[src/rtl/mem_arbiter.sv]
// mem_arbiter: two-port round-robin arbiter and sequencer in front of an
// 8-word x 8-bit signed scratch memory with one-cycle registered reads.
//
// Ports
//   clk, clr_n                 clock (rising edge), async active-low reset
//   req_x/we_x/addr_x/wdata_x  port x request (x = a, b), held until ack_x
//   ack_x                      one-cycle completion pulse for port x
//   rdata_x                    port x read data, updated only on its read ack
//   clr_req / clr_done         whole-memory clear request / issue pulse
//   mem_clr, mem_rw,
//   mem_address, mem_data_in   registered memory control lines
//   mem_data_out               memory read data (one cycle after address)
//   busy                       high whenever the sequencer is not IDLE
//
// Optional build macro MEM_ARB_ADDR_CHECK_EN: requests with addr >= DEPTH
// are acknowledged with err_x instead of touching the memory.
module mem_arbiter #(
  parameter int DATA_W = 8,
  parameter int ADDR_W = 4,
  parameter int DEPTH  = 8
) (
  input  logic                     clk,
  input  logic                     clr_n,
  input  logic                     req_a,
  input  logic                     we_a,
  input  logic [ADDR_W-1:0]        addr_a,
  input  logic signed [DATA_W-1:0] wdata_a,
  output logic                     ack_a,
  output logic signed [DATA_W-1:0] rdata_a,
  input  logic                     req_b,
  input  logic                     we_b,
  input  logic [ADDR_W-1:0]        addr_b,
  input  logic signed [DATA_W-1:0] wdata_b,
  output logic                     ack_b,
  output logic signed [DATA_W-1:0] rdata_b,
  input  logic                     clr_req,
  output logic                     clr_done,
  output logic                     mem_clr,
  output logic                     mem_rw,
  output logic [ADDR_W-1:0]        mem_address,
  output logic signed [DATA_W-1:0] mem_data_in,
  input  logic signed [DATA_W-1:0] mem_data_out,
  output logic                     busy
`ifdef MEM_ARB_ADDR_CHECK_EN
  ,
  output logic                     err_a,
  output logic                     err_b
`endif
);

  typedef enum logic [1:0] {IDLE, CLEAR, ISSUE, CAPTURE} state_t;

  state_t                     state;
  logic                       last_b;   // last tie was won by port B
  logic                       sel_b;    // port owning the operation in flight
  logic                       elig_a, elig_b, elig_clr, grant_b, g_we, addr_bad;
  logic [ADDR_W-1:0]          g_addr;
  logic signed [DATA_W-1:0]   g_wdata;

  if (DEPTH < 1 || DEPTH > (1 << ADDR_W)) begin : g_bad_depth
    $error("mem_arbiter: DEPTH must lie in 1..2**ADDR_W");
  end

  // A request seen in its own ack cycle is the one just completed.
  always_comb begin
    elig_a   = req_a & ~ack_a;
    elig_b   = req_b & ~ack_b;
    elig_clr = clr_req & ~clr_done;
    grant_b  = elig_b & (~elig_a | ~last_b);
    g_we     = grant_b ? we_b    : we_a;
    g_addr   = grant_b ? addr_b  : addr_a;
    g_wdata  = grant_b ? wdata_b : wdata_a;
  end

`ifdef MEM_ARB_ADDR_CHECK_EN
  assign addr_bad = ({1'b0, g_addr} >= (ADDR_W+1)'(DEPTH));
`else
  assign addr_bad = 1'b0;
`endif

  assign busy = (state != IDLE);

  always_ff @(posedge clk or negedge clr_n) begin
    if (!clr_n) begin
      state       <= IDLE;
      last_b      <= 1'b1;
      sel_b       <= 1'b0;
      ack_a       <= 1'b0;
      ack_b       <= 1'b0;
      rdata_a     <= '0;
      rdata_b     <= '0;
      clr_done    <= 1'b0;
      mem_clr     <= 1'b0;
      mem_rw      <= 1'b0;
      mem_address <= '0;
      mem_data_in <= '0;
`ifdef MEM_ARB_ADDR_CHECK_EN
      err_a       <= 1'b0;
      err_b       <= 1'b0;
`endif
    end else begin
      ack_a    <= 1'b0;
      ack_b    <= 1'b0;
      clr_done <= 1'b0;
`ifdef MEM_ARB_ADDR_CHECK_EN
      err_a    <= 1'b0;
      err_b    <= 1'b0;
`endif
      case (state)
        IDLE: begin
          if (elig_clr) begin
            mem_clr <= 1'b1;
            state   <= CLEAR;
          end else if (elig_a | elig_b) begin
            if (elig_a & elig_b) last_b <= grant_b;
            sel_b <= grant_b;
            if (addr_bad) begin
              // Rejected address: acknowledge at once, memory untouched.
              if (grant_b) ack_b <= 1'b1;
              else         ack_a <= 1'b1;
`ifdef MEM_ARB_ADDR_CHECK_EN
              err_a <= ~grant_b;
              err_b <= grant_b;
`endif
            end else begin
              mem_rw      <= g_we;
              mem_address <= g_addr;
              mem_data_in <= g_wdata;
              state       <= ISSUE;
            end
          end
        end
        CLEAR: begin
          mem_clr  <= 1'b0;
          clr_done <= 1'b1;
          state    <= IDLE;
        end
        ISSUE: begin
          if (mem_rw) begin
            mem_rw <= 1'b0;
            if (sel_b) ack_b <= 1'b1;
            else       ack_a <= 1'b1;
            state  <= IDLE;
          end else begin
            state <= CAPTURE;
          end
        end
        CAPTURE: begin
          if (sel_b) begin
            rdata_b <= mem_data_out;
            ack_b   <= 1'b1;
          end else begin
            rdata_a <= mem_data_out;
            ack_a   <= 1'b1;
          end
          state <= IDLE;
        end
        default: state <= IDLE;
      endcase
    end
  end

endmodule

[config.mk]
export PLATFORM = sky130hd
export DESIGN_NAME = mem_arbiter
export DESIGN_NICKNAME = d
export VERILOG_FILES = /design/src/rtl/mem_arbiter.sv
export SDC_FILE = /design/constraint.sdc
export NUM_CORES = 1
export LEC_CHECK = 0
export ABC_AREA = 1
export BUFFER_PORTS_ARGS = -buffer_cell sky130_fd_sc_hd__buf_2
export CAP_MARGIN = 20
export CORE_MARGIN = 2
export CORE_UTILIZATION = 50
export CTS_CLUSTER_SIZE = 12
export DETAILED_ROUTE_END_ITERATION = 10
export PLACE_DENSITY = 0.84
export SLEW_MARGIN = 10
export SYNTH_ARGS = -nofsm -noshare
export SYNTH_HDL_FRONTEND = slang
export SYNTH_SLANG_ARGS = --single-unit
[constraint.sdc]
create_clock -name clk -period 2.5 [get_ports clk]
set_input_delay 0.5 -clock clk [delete_from_list [all_inputs] [get_ports clk]]
set_output_delay 0.5 -clock clk [all_outputs]
set_load 0.01 [all_outputs]
Word level (Yosys, flattened, before mapping):

Index checks and enable logic that the tools add are counted.

* input port bits: 39
* word-level logic and storage cells: 63
* register bits after elaboration: 37
* output and inout bits: 34

* multiplexer cells: 19
* bitwise gates (word level): 14
* eq/ne operators: 7
* reduce and logical (&&, ||, !) cells: 11

Operator list (count)
* 2-to-1 mux 1 bit: 9
* 2-to-1 mux 8 bit: 1
* one-hot mux 1 bit (2 select lines): 4
* inverter 1 bit: 7
* 2-to-1 mux 2 bit: 3
* != test 2 bit (second input constant): 3
* one-hot mux 2 bit (3 select lines): 1
* AND reduction 2 bit: 3
* AND reduction 3 bit: 2
* nonzero test 2 bit: 3
* AND 1 bit: 5
* equality test 2 bit (second input constant): 2
* 2-to-1 mux 4 bit: 1
* AND reduction 4 bit: 1
* != test 3 bit (second input constant): 1
* equality test 2 x 1 -> 1 bit (second input constant): 1
* zero test 2 bit: 1
* bitwise OR 1 bit: 2
* OR reduction 2 bit: 1

Depth between registers and ports, before layout:

Gate-level depths: netlist of the first run.

* depth after elaboration: 9
* mapped depth: 8
* depth with buffers taken out: 7

Worst setup path before layout of the first run:

OpenSTA, ideal clock, no wires.

* kind: register -> register
* start point: register last_b
* end point: register mem_rw
* setup time: 0.117 ns
* cell stages (with the launch flop): 7
* data required time: 2.383 ns
* buffers on the path: 1
* period minus slack after synthesis: 1.274 ns
* slack: 1.226 ns
* data arrival time: 1.156 ns
* cells stage by stage: dfstp_2 nand3_1 nand2_1 buf_2 nand2_1 nand3_1 nand2_1

* longest elaborated chain between the ends: 7

Ends and longest elaborated chain
* from (decl): RTL line 54 `logic last_b;`
* from (signal assigned): RTL line 115 `if (elig_a & elig_b) last_b <= grant_b;`
* inverter 1 bit: RTL line 69 `grant_b = elig_b & (~elig_a | ~last_b);`
* bitwise OR 1 bit: RTL line 69
* AND 1 bit: RTL line 69
* 2-to-1 mux 1 bit: RTL line 70 `g_we = grant_b ? we_b : we_a;`
* 2-to-1 mux 1 bit: RTL line 114 `end else if (elig_a | elig_b) begin`
* 2-to-1 mux 1 bit: RTL line 111 `if (elig_clr) begin`
* one-hot mux 1 bit (2 select lines): RTL line 109 `case (state)`
* to (signal assigned): RTL line 126 `mem_rw <= g_we;`
* to (decl): RTL line 39 `output logic mem_rw,`

No other way between the ends. The select of a mux whose other input is x is not followed.
A chain may end at the register's enable or synchronous reset.

Final worst setup path of the first run:

* start point: register last_b
* end point: register mem_data_in[7]

* longest elaborated chain between the ends: 4

Ends and longest elaborated chain
* inverter 1 bit: RTL line 69
* bitwise OR 1 bit: RTL line 69
* AND 1 bit: RTL line 69
* 2-to-1 mux 8 bit: RTL line 72 `g_wdata = grant_b ? wdata_b : wdata_a;`
* to (signal assigned): RTL line 128 `mem_data_in <= g_wdata;`
* to (decl): RTL line 41 `output logic signed [DATA_W-1:0] mem_data_in,`

No other way between the ends.

==> results of run 1 <==
==> cells in the mapped netlist <==
master,count
o21ai_2,1
o21ai_0,18
nand2_2,1
nand3_1,18
nor2_1,4
o21ai_1,1
clkbuf_1,1
buf_4,2
dfstp_2,1
buf_6,2
inv_1,19
nor2_4,1
dfrtp_1,36
nor2_2,2
buf_2,2
nor3_1,2
nand2_1,91
nand3b_1,1
==> metrics by stage <==
step / setup WS (ns) / power [mW] / util (%) / cell area, um2
finish: 0.694 / 2.34 / 66.7 / 2070
global route: 0.527 / 2.59 / 66.7 / 2070
CTS: 0.697 / 2.38 / 66.7 / 2070
detailed placement: 0.651 / 2.08 / 65.1 / 2020
global placement: 0.698 / 2.04 / 65.1 / 2020
floorplan: 1.23 / 1.69 / - / 1650
==> report_power, final <==
group | switching, mW | leakage, nW | internal, mW
Combinational | 0.601 | 0.755 | 0.395
Sequential | 0.172 | 0.457 | 0.883
Clock | 0.181 | 0.0265 | 0.112
==> sequential cells by signal, summed over array words and instances, names as in the netlist <==
signal and cells:
ack_a 1, ack_b 1, clr_done 1, last_b 1
mem_address 4, mem_clr 1, mem_data_in 8, mem_rw 1
rdata_a 8, rdata_b 8, sel_b 1, state 2
==> worst max-delay path: stages (launching register included) <==
cell,delay (ns)
dfstp_2,0.55
nand3_1,0.37
nand2_1,0.52
nand2_1,0.11
nand2_1,0.08
nand2_1,0.05
nand2_1,0.08
==> layout make-up <==
| type | count | area, um2 | area share, % |
|---|---|---|---|
| clock buffers | 8 | 48.8 | 2.36 |
| inverters | 19 | 71.3 | 3.45 |
| repair buffers | 73 | 368 | 17.8 |
| flip-flops and latches | 37 | 927 | 44.8 |
| multi-input cells | 140 | 598 | 28.9 |
| well taps | 44 | 55.1 | 2.66 |
==> cell families (layout without fill, tap and decap cells) <==
family | Yosys count | in the layout | synth area share, %
simple gates | 120 | 120 | 30.0
buf+inv | 26 | 100 | 7.44
compound gates | 20 | 20 | 6.30
flops | 37 | 37 | 56.3
==> worst min-delay path by stage <==
stage                               start  cells past startpoint  slack [ns]                          to
6_report                            clr_n                      1        0.23  mem_address[0]$_DFFE_PN0P_
5_1_grt                             clr_n                      1        0.28  mem_address[0]$_DFFE_PN0P_
4_1_cts                             clr_n                      1        0.25  mem_address[0]$_DFFE_PN0P_
3_5_place_dp   mem_address[0]$_DFFE_PN0P_                      2        0.46  mem_address[0]$_DFFE_PN0P_
3_3_place_gp   mem_address[0]$_DFFE_PN0P_                      2        0.46  mem_address[0]$_DFFE_PN0P_
2_1_floorplan                       clr_n                      0        0.20             ack_a$_DFF_PN0_
==> cell usage in the layout, fill, tap and decap left out, types with 3 or more instances in the layout <==
cell type	n
nand2_1	91
buf_2	72
dfrtp_1	36
inv_1	19
nand3_1	18
o21ai_0	18
clkbuf_4	5
nor2_1	4
clkbuf_1	3
==> routing by layer <==
metal  GRT usage [%]  vias up  part of all wire (%)
met2            32.4       66                    41
met4            7.29        0                   1.3
li1                -      778                     -
met1            28.4      656                    48
met5               0        -                     0
met3            7.35        6                   9.4
==> results.py, run 1 <==
metrics = {
    "floorplan": {
        "io_pins": 73,
        "core_area_um2": 3100,
        "initial_core_util_pct": 53.1,
        "die_h_um": 61.4,
        "die_area_um2": 3770,
        "chipWidth_um": 61.4,
        "core.rowCount": 20,
    },
    "pwr": {
        "ir_drop_mv": 0.600,
        "p_per_area_nw_per_um2": 1130,
        "power_leakage_nw": 1.24,
    },
    "synthesis": {
        "yosysWarnings": 0,
        "syn_area_um2": 1650,
        "synth_top_area_share_pct": 54.7,
        "syn_avg_cell_area_um2": 8.12,
        "synthDistinctLibCells": 18,
        "synth_top_area_cell": "dfrtp_1",
        "synth_seq_cells": 37,
        "ys_seq_area_share_pct": 56.3,
        "syn_nets": 242,
        "synthTopCellsByArea": "dfrtp_1 55%, nand2_1 21%, nand3_1 5.5%, o21ai_0 5.5%, inv_1 4.3%",
        "synthCells": 203,
    },
    "sta": {
        "worst_pin_slew_ns": 0.805,
        "slew_headroom_pct": 46.3,
        "finalCritPeriodShare_pct": 72.3,
        "hold_viol": 0,
        "holdWs_ns": 0.234,
        "clock_skew_ns": 0.0120,
        "finalCriticalPeriod_ns": 1.81,
        "setup_viol": 0,
        "max_freq_mhz": 554,
        "rsz0062_at_grt": "no",
        "slew_viol_final": 0,
        "setup_tns_ns": 0,
    },
    "cts": {
        "cts_hold_buf": 0,
        "ctsRootBufferMaster": "clkbuf_4",
        "cts_tree": "built",
        "clk_latency_ns": 0.34,
        "ctsResizeCount": 0,
        "h-tree-depth": 2,
        "postCtsSetupRepairBufs": 0,
        "cts.sinks": 37,
        "cts_max_path_buffers": 2,
        "cts_buffers": 5,
        "clk_pin_slew_ns": 0.10,
    },
    "critical_path": {
        "end_kind": "flip-flop",
        "reg2reg_slack_ns": 0.69,
        "r2r-end": "mem_data_in[7]$_DFFE_PN0P_",
        "setup.worst_path.class": "flip-flop to flip-flop",
        "arrival_ns": 2.09,
        "cp_max_fo": 15,
        "r2r_cells": 6,
        "crit_path_end": "mem_data_in[7]$_DFFE_PN0P_",
        "crit_path_start": "last_b$_DFFE_PN1P_",
        "r2r_start": "last_b$_DFFE_PN1P_",
        "startpoint_type": "flip-flop",
        "cp.required_ns": 2.79,
    },
    "detailed_routing": {
        "drt_iter0_markers": 138,
        "viasPerCell": 4.69,
        "wl_um": 3550,
        "wl_per_cell_um": 11.1,
        "drc_errors": 0,
        "drtPass1Iterations": 4,
        "vias": 1506,
        "ant_nets": 0,
    },
    "placement": {
        "port_buffers": 72,
        "dp_hpwl_um": 2600,
        "place_inst": 313,
        "gp_congestion": 0.775,
    },
    "global_route": {
        "grt_pass1_wl_um": 5720,
        "grt_antenna_before_repair": 0,
        "grt_pass1_vias": 1311,
        "grt_max_degree": 38,
        "grt_usage_pct": 21.1,
        "grt_overflow": 0,
    },
    "layout": {
        "syn2layout_area_growth_pct": 25.5,
        "finalNetCount": 315,
        "antenna_cells": 0,
        "drive_above_1_share_pct": 30.3,
        "fill_cells": 298,
        "finalNonFillerCells": 321,
    },
    "hold_path": {
        "hp-class": "input port to asynchronous set/reset pin",
    },
    "status": {
        "status": "finished, final reports clean",
    },
    "flow_run": {
        "max-cap-violations": 0,
    },
}
Note: power is estimated with default switching activity, not from simulation.
==> run 2, diff against run 1 <==
Settings changed: CORE_UTILIZATION 50 to 46, PLACE_DENSITY 0.84 to 0.78.
Clock period 2.5 ns to 1.73 ns, I/O delays scaled along.
==> run 2 against run 1 <==
- sequential power grew 44%
- critical path type is now flip-flop to output port
- first-iteration DRC count shrank 45%
- clock skew is 0.0072 ns lower
- largest cell class unchanged
- largest power group unchanged
==> results.py, run 2 (synthesis results as in run 1) <==
metrics = {
    "status": {
        "status": "finished, final reports clean",
    },
    "sta": {
        "finalCritPeriodShare_pct": 86.8,
        "slew_headroom_pct": 65.6,
        "holdWs_ns": 0.261,
        "max_freq_mhz": 666,
        "rsz0062_at_grt": "no",
        "hold_viol": 0,
        "setup_tns_ns": 0,
        "worst_pin_slew_ns": 0.514,
        "clock_skew_ns": 0.00472,
        "finalCriticalPeriod_ns": 1.50,
        "slew_viol_final": 0,
        "setup_viol": 0,
    },
    "critical_path": {
        "reg2reg_slack_ns": 0.32,
        "end_kind": "output port",
        "startpoint_type": "flip-flop",
        "setup.worst_path.class": "flip-flop to output port",
        "arrival_ns": 1.15,
        "crit_path_start": "state[1]$_DFFE_PN0P_",
        "cp_max_fo": 7,
        "cp.required_ns": 1.38,
        "r2r_start": "state[1]$_DFFE_PN0P_",
    },
    "hold_path": {
        "min-delay-start": "mem_data_out[6]",
        "hp-class": "input port to flip-flop",
    },
    "detailed_routing": {
        "viasPerCell": 4.76,
        "wl_per_cell_um": 11.3,
        "drc_errors": 0,
        "ant_nets": 0,
        "vias": 1548,
        "drtPass1Iterations": 4,
        "wl_um": 3660,
        "drt_iter0_markers": 76,
    },
    "layout": {
        "top_regs": "mem_data_in x8, rdata_a x8, rdata_b x8",
        "finalNetCount": 318,
        "fill_cells": 328,
        "drive_above_1_share_pct": 31.5,
        "syn2layout_area_growth_pct": 29.4,
        "antenna_cells": 0,
        "multi_input_area_um2": 598,
        "regArea_um2": 927,
        "final_cell_mix": "91 x nand2_1, 72 x buf_2, 36 x dfrtp_1, 19 x inv_1",
        "final_util_pct": 62.9,
        "final_common_cell": "nand2_1",
    },
    "cts": {
        "cts_max_path_buffers": 2,
        "clk_latency_ns": 0.33,
        "cts_buffers": 5,
        "cts.sinks": 37,
        "postCtsSetupRepairBufs": 0,
        "cts_tree": "built",
        "ctsResizeCount": 0,
        "h-tree-depth": 2,
        "ctsRootBufferMaster": "clkbuf_4",
        "clk_pin_slew_ns": 0.10,
    },
    "placement": {
        "dp_hpwl_um": 2780,
        "port_buffers": 72,
        "gp_congestion": 0.879,
    },
    "floorplan": {
        "io_pins": 73,
        "die_area_um2": 4080,
        "core.rowCount": 21,
        "initial_core_util_pct": 48.6,
        "die_h_um": 63.9,
        "chipWidth_um": 63.9,
        "core_area_um2": 3390,
    },
    "pwr": {
        "power_leakage_nw": 1.27,
        "power_mw": 3.56,
        "ir_drop_mv": 0.649,
        "p_per_area_nw_per_um2": 1670,
    },
    "global_route": {
        "grt_overflow": 0,
        "grt_usage_pct": 20.6,
        "grt_pass1_vias": 1568,
        "grt_max_degree": 21,
        "grt_pass1_wl_um": 6580,
        "grt_antenna_before_repair": 0,
    },
    "flow_run": {
        "max-cap-violations": 0,
    },
}
==> run 2: report_power, final <==
| part | leakage (nW) | total (mW) | internal [mW] | switching (mW) |
|---|---|---|---|---|
| registers | 0.457 | 1.53 | 1.28 | 0.251 |
| logic | 0.773 | 1.47 | 0.584 | 0.883 |
| clock network | 0.0410 | 0.562 | 0.294 | 0.268 |
==> run 2: final cells by class <==
class | count | area share [%]
Sequential cell | 37 | 43.5
Multi-Input combinational cell | 140 | 28.1
Timing Repair Buffer | 76 | 19.0
Inverter | 19 | 3.35
Tap cell | 46 | 2.70
Clock buffer | 5 | 1.76
Clock inverter | 2 | 1.64
==> run 2: final timing paths <==
kind                       cells after the start                          to
setup / recovery                               3                        busy
hold / removal                                 3      rdata_b[6]$_DFFE_PN0P_
setup reg to reg                               5          mem_rw$_DFFE_PN0P_
hold reg to reg                                2          last_b$_DFFE_PN1P_
max in group asynchronous                      3      rdata_a[2]$_DFFE_PN0P_
min in group asynchronous                      2  mem_address[2]$_DFFE_PN0P_
==> run 2: critical path, cell delays in order, from the launching register on <==
cell and delay [ns]:
dfrtp_1 0.48, nor2_4 0.17, inv_1 0.05, buf_2 0.13
==> run 2: per-stage QoR <==
stage	cells	setup WS, ns	area (um2)
floorplan	203	0.456	1650
global placement	317	0.376	2050
detailed placement	317	0.346	2050
CTS	325	0.228	2130
global route	325	0.145	2130
finish	325	0.229	2130
==> run 2: metal layers <==
layer  global-route usage, %  vias up  wire (um)
met5                       0        -          0
met4                    9.24        0         66
met3                    3.52        8        162
met2                    35.5       38       1800
met1                    25.1      722       1630
li1                        -      780          -
==> run 2: timing repair <==
action / 4_1_cts / 5_1_grt
endpoints found under the hold margin: 16 / 0
setup endpoints to repair: 0 / 0
hold buffers: 1 / 0
==> run 3, diff against run 2 <==
Settings changed: CELL_PAD_IN_SITES_DETAIL_PLACEMENT set to 1, CELL_PAD_IN_SITES_GLOBAL_PLACEMENT set to 1, CORE_MARGIN 2 to 10, CORE_UTILIZATION 46 to 32, PLACE_DENSITY 0.78 to 0.77.
==> run 3 against run 2 <==
- final cell count is 7.7% higher
- clock skew grew 0.0021 ns
- count of clock-buffer cells in the layout stayed put
- critical path depth stayed put
- clock power up 54%
- die area rose by 110%
- utilization is 19 points lower
- power is 10% higher
- combinational power rose by 4%
- setup slack improved by 0.050 ns
- non-clock buffer count is the same
- largest cell class unchanged
==> results.py, run 3 (synthesis results as in run 1) <==
metrics = {
    "status": {
        "status": "finished, final reports clean",
    },
    "placement": {
        "dpl_cell_area_um2": 2090,
        "dp_worst_setup_slack_ns": 0.297,
        "gp_congestion": 0.758,
        "dp_hpwl_um": 3920,
        "port_buffers": 72,
    },
    "sta": {
        "setup_tns_ns": 0,
        "hold_viol": 0,
        "slew_viol_final": 0,
        "clock_skew_ns": 0.00677,
        "max_freq_mhz": 689,
        "setup_viol": 0,
        "finalCritPeriodShare_pct": 83.9,
        "finalCriticalPeriod_ns": 1.45,
        "rsz0062_at_grt": "no",
        "worst_pin_slew_ns": 0.556,
        "finalWorstSetupSlack_ns": 0.279,
        "slew_headroom_pct": 62.8,
    },
    "floorplan": {
        "die_area_um2": 8420,
        "core_area_um2": 5040,
        "chipWidth_um": 91.8,
        "initial_core_util_pct": 32.7,
        "core.rowCount": 26,
        "die_h_um": 91.8,
        "io_pins": 73,
    },
    "global_route": {
        "grt_max_degree": 22,
        "grt_usage_pct": 11.8,
        "grt_pass1_wl_um": 8270,
        "grt_pass1_vias": 1668,
        "grt_antenna_before_repair": 0,
        "grt_overflow": 0,
    },
    "layout": {
        "final_util_pct": 44.0,
        "final_common_cell": "nand2_1",
        "finalNetCount": 318,
        "antenna_cells": 0,
        "finalInstanceArea_um2": 2220,
        "final_cell_mix": "91 x nand2_1, 72 x buf_2, 36 x dfrtp_1, 19 x inv_1",
        "top_regs": "mem_data_in x8, rdata_a x8, rdata_b x8",
        "drive_above_1_share_pct": 32.1,
        "syn2layout_area_growth_pct": 34.8,
    },
    "cts": {
        "cts_tree": "built",
        "cts_max_path_buffers": 2,
        "clk_latency_ns": 0.27,
        "ctsResizeCount": 0,
        "ctsRootBufferMaster": "clkbuf_8",
        "postCtsSetupRepairBufs": 0,
        "cts.sinks": 37,
        "h-tree-depth": 2,
        "cts_hold_buf": 0,
        "cts_buffers": 5,
        "clk_pin_slew_ns": 0.07,
    },
    "critical_path": {
        "setup.worst_path.class": "flip-flop to output port",
        "path_cells": "nor2_4, inv_1, buf_2",
        "cp_slowest_stage_delay_ns": 0.47,
        "cp_max_fo": 7,
        "cp_top_family": "flip-flops",
        "cp.required_ns": 1.38,
        "end_kind": "output port",
        "startpoint_type": "flip-flop",
        "arrival_ns": 1.11,
        "slowest_stage": "dfrtp_1",
        "reg2reg_slack_ns": 0.34,
        "cp_num_buf_inv": 2,
    },
    "flow_run": {
        "max-cap-violations": 0,
    },
    "hold_path": {
        "hp-class": "input port to asynchronous set/reset pin",
    },
    "detailed_routing": {
        "drt_iter0_markers": 82,
        "ant_nets": 0,
        "wl_per_cell_um": 14.0,
        "wl_um": 4890,
        "viasPerCell": 4.37,
        "drtPass1Iterations": 4,
        "vias": 1530,
        "drc_errors": 0,
    },
    "pwr": {
        "power_mw": 3.93,
        "p_per_area_nw_per_um2": 1770,
        "ir_drop_mv": 0.723,
        "power_leakage_nw": 1.30,
    },
}
[run 3: power by group]
group	internal (mW)	leakage [nW]	total, mW	switching (mW)
sequential	1.28	0.457	1.53	0.253
combinational	0.596	0.774	1.53	0.934
clock	0.573	0.0681	0.866	0.293
total	2.45	1.30	3.93	1.48
[run 3: layout make-up]
| class | count | area, um2 |
|---|---|---|
| inverter | 19 | 71.3 |
| fill | 649 | 2820 |
| timing repair buffer | 76 | 403 |
| clock buffer | 5 | 68.8 |
| clock inverter | 3 | 65.1 |
| tap | 70 | 87.6 |
| sequential | 37 | 927 |
| multi-input combinational | 140 | 598 |
[run 3: final timing paths]
check,from,to,cells past startpoint
max in group asynchronous,clr_n,mem_data_in[0]$_DFFE_PN0P_,2
worst min register to register,last_b$_DFFE_PN1P_,last_b$_DFFE_PN1P_,2
worst max-delay path,state[1]$_DFFE_PN0P_,busy,3
worst min-delay path,clr_n,mem_data_in[5]$_DFFE_PN0P_,1
min in group clk,mem_data_out[3],rdata_b[3]$_DFFE_PN0P_,3
worst max register to register,state[1]$_DFFE_PN0P_,rdata_a[2]$_DFFE_PN0P_,2
[run 3: layer usage]
| layer | wire (um) | global-route usage [%] | up-vias |
|---|---|---|---|
| li1 | - | - | 776 |
| met2 | 2310 | 18.7 | 41 |
| met3 | 344 | 4.65 | 4 |
| met5 | 0 | 0 | - |
| met4 | 61 | 3.21 | 0 |
| met1 | 2170 | 14.6 | 709 |
[run 3: worst register-to-register path, stage by stage (launching register included)]
cell     delay (ns)
dfrtp_1        0.49
nand3_1        0.46
o21ai_0        0.35
[run 3: per-stage QoR]
step | std cells | hold slack [ns]
3_5_place_dp | 342 | 0.339
3_3_place_gp | 342 | 0.342
2_1_floorplan | 203 | 0.0504
4_1_cts | 350 | 0.0408
6_report | 350 | 0.0284
5_1_grt | 350 | 0.0572
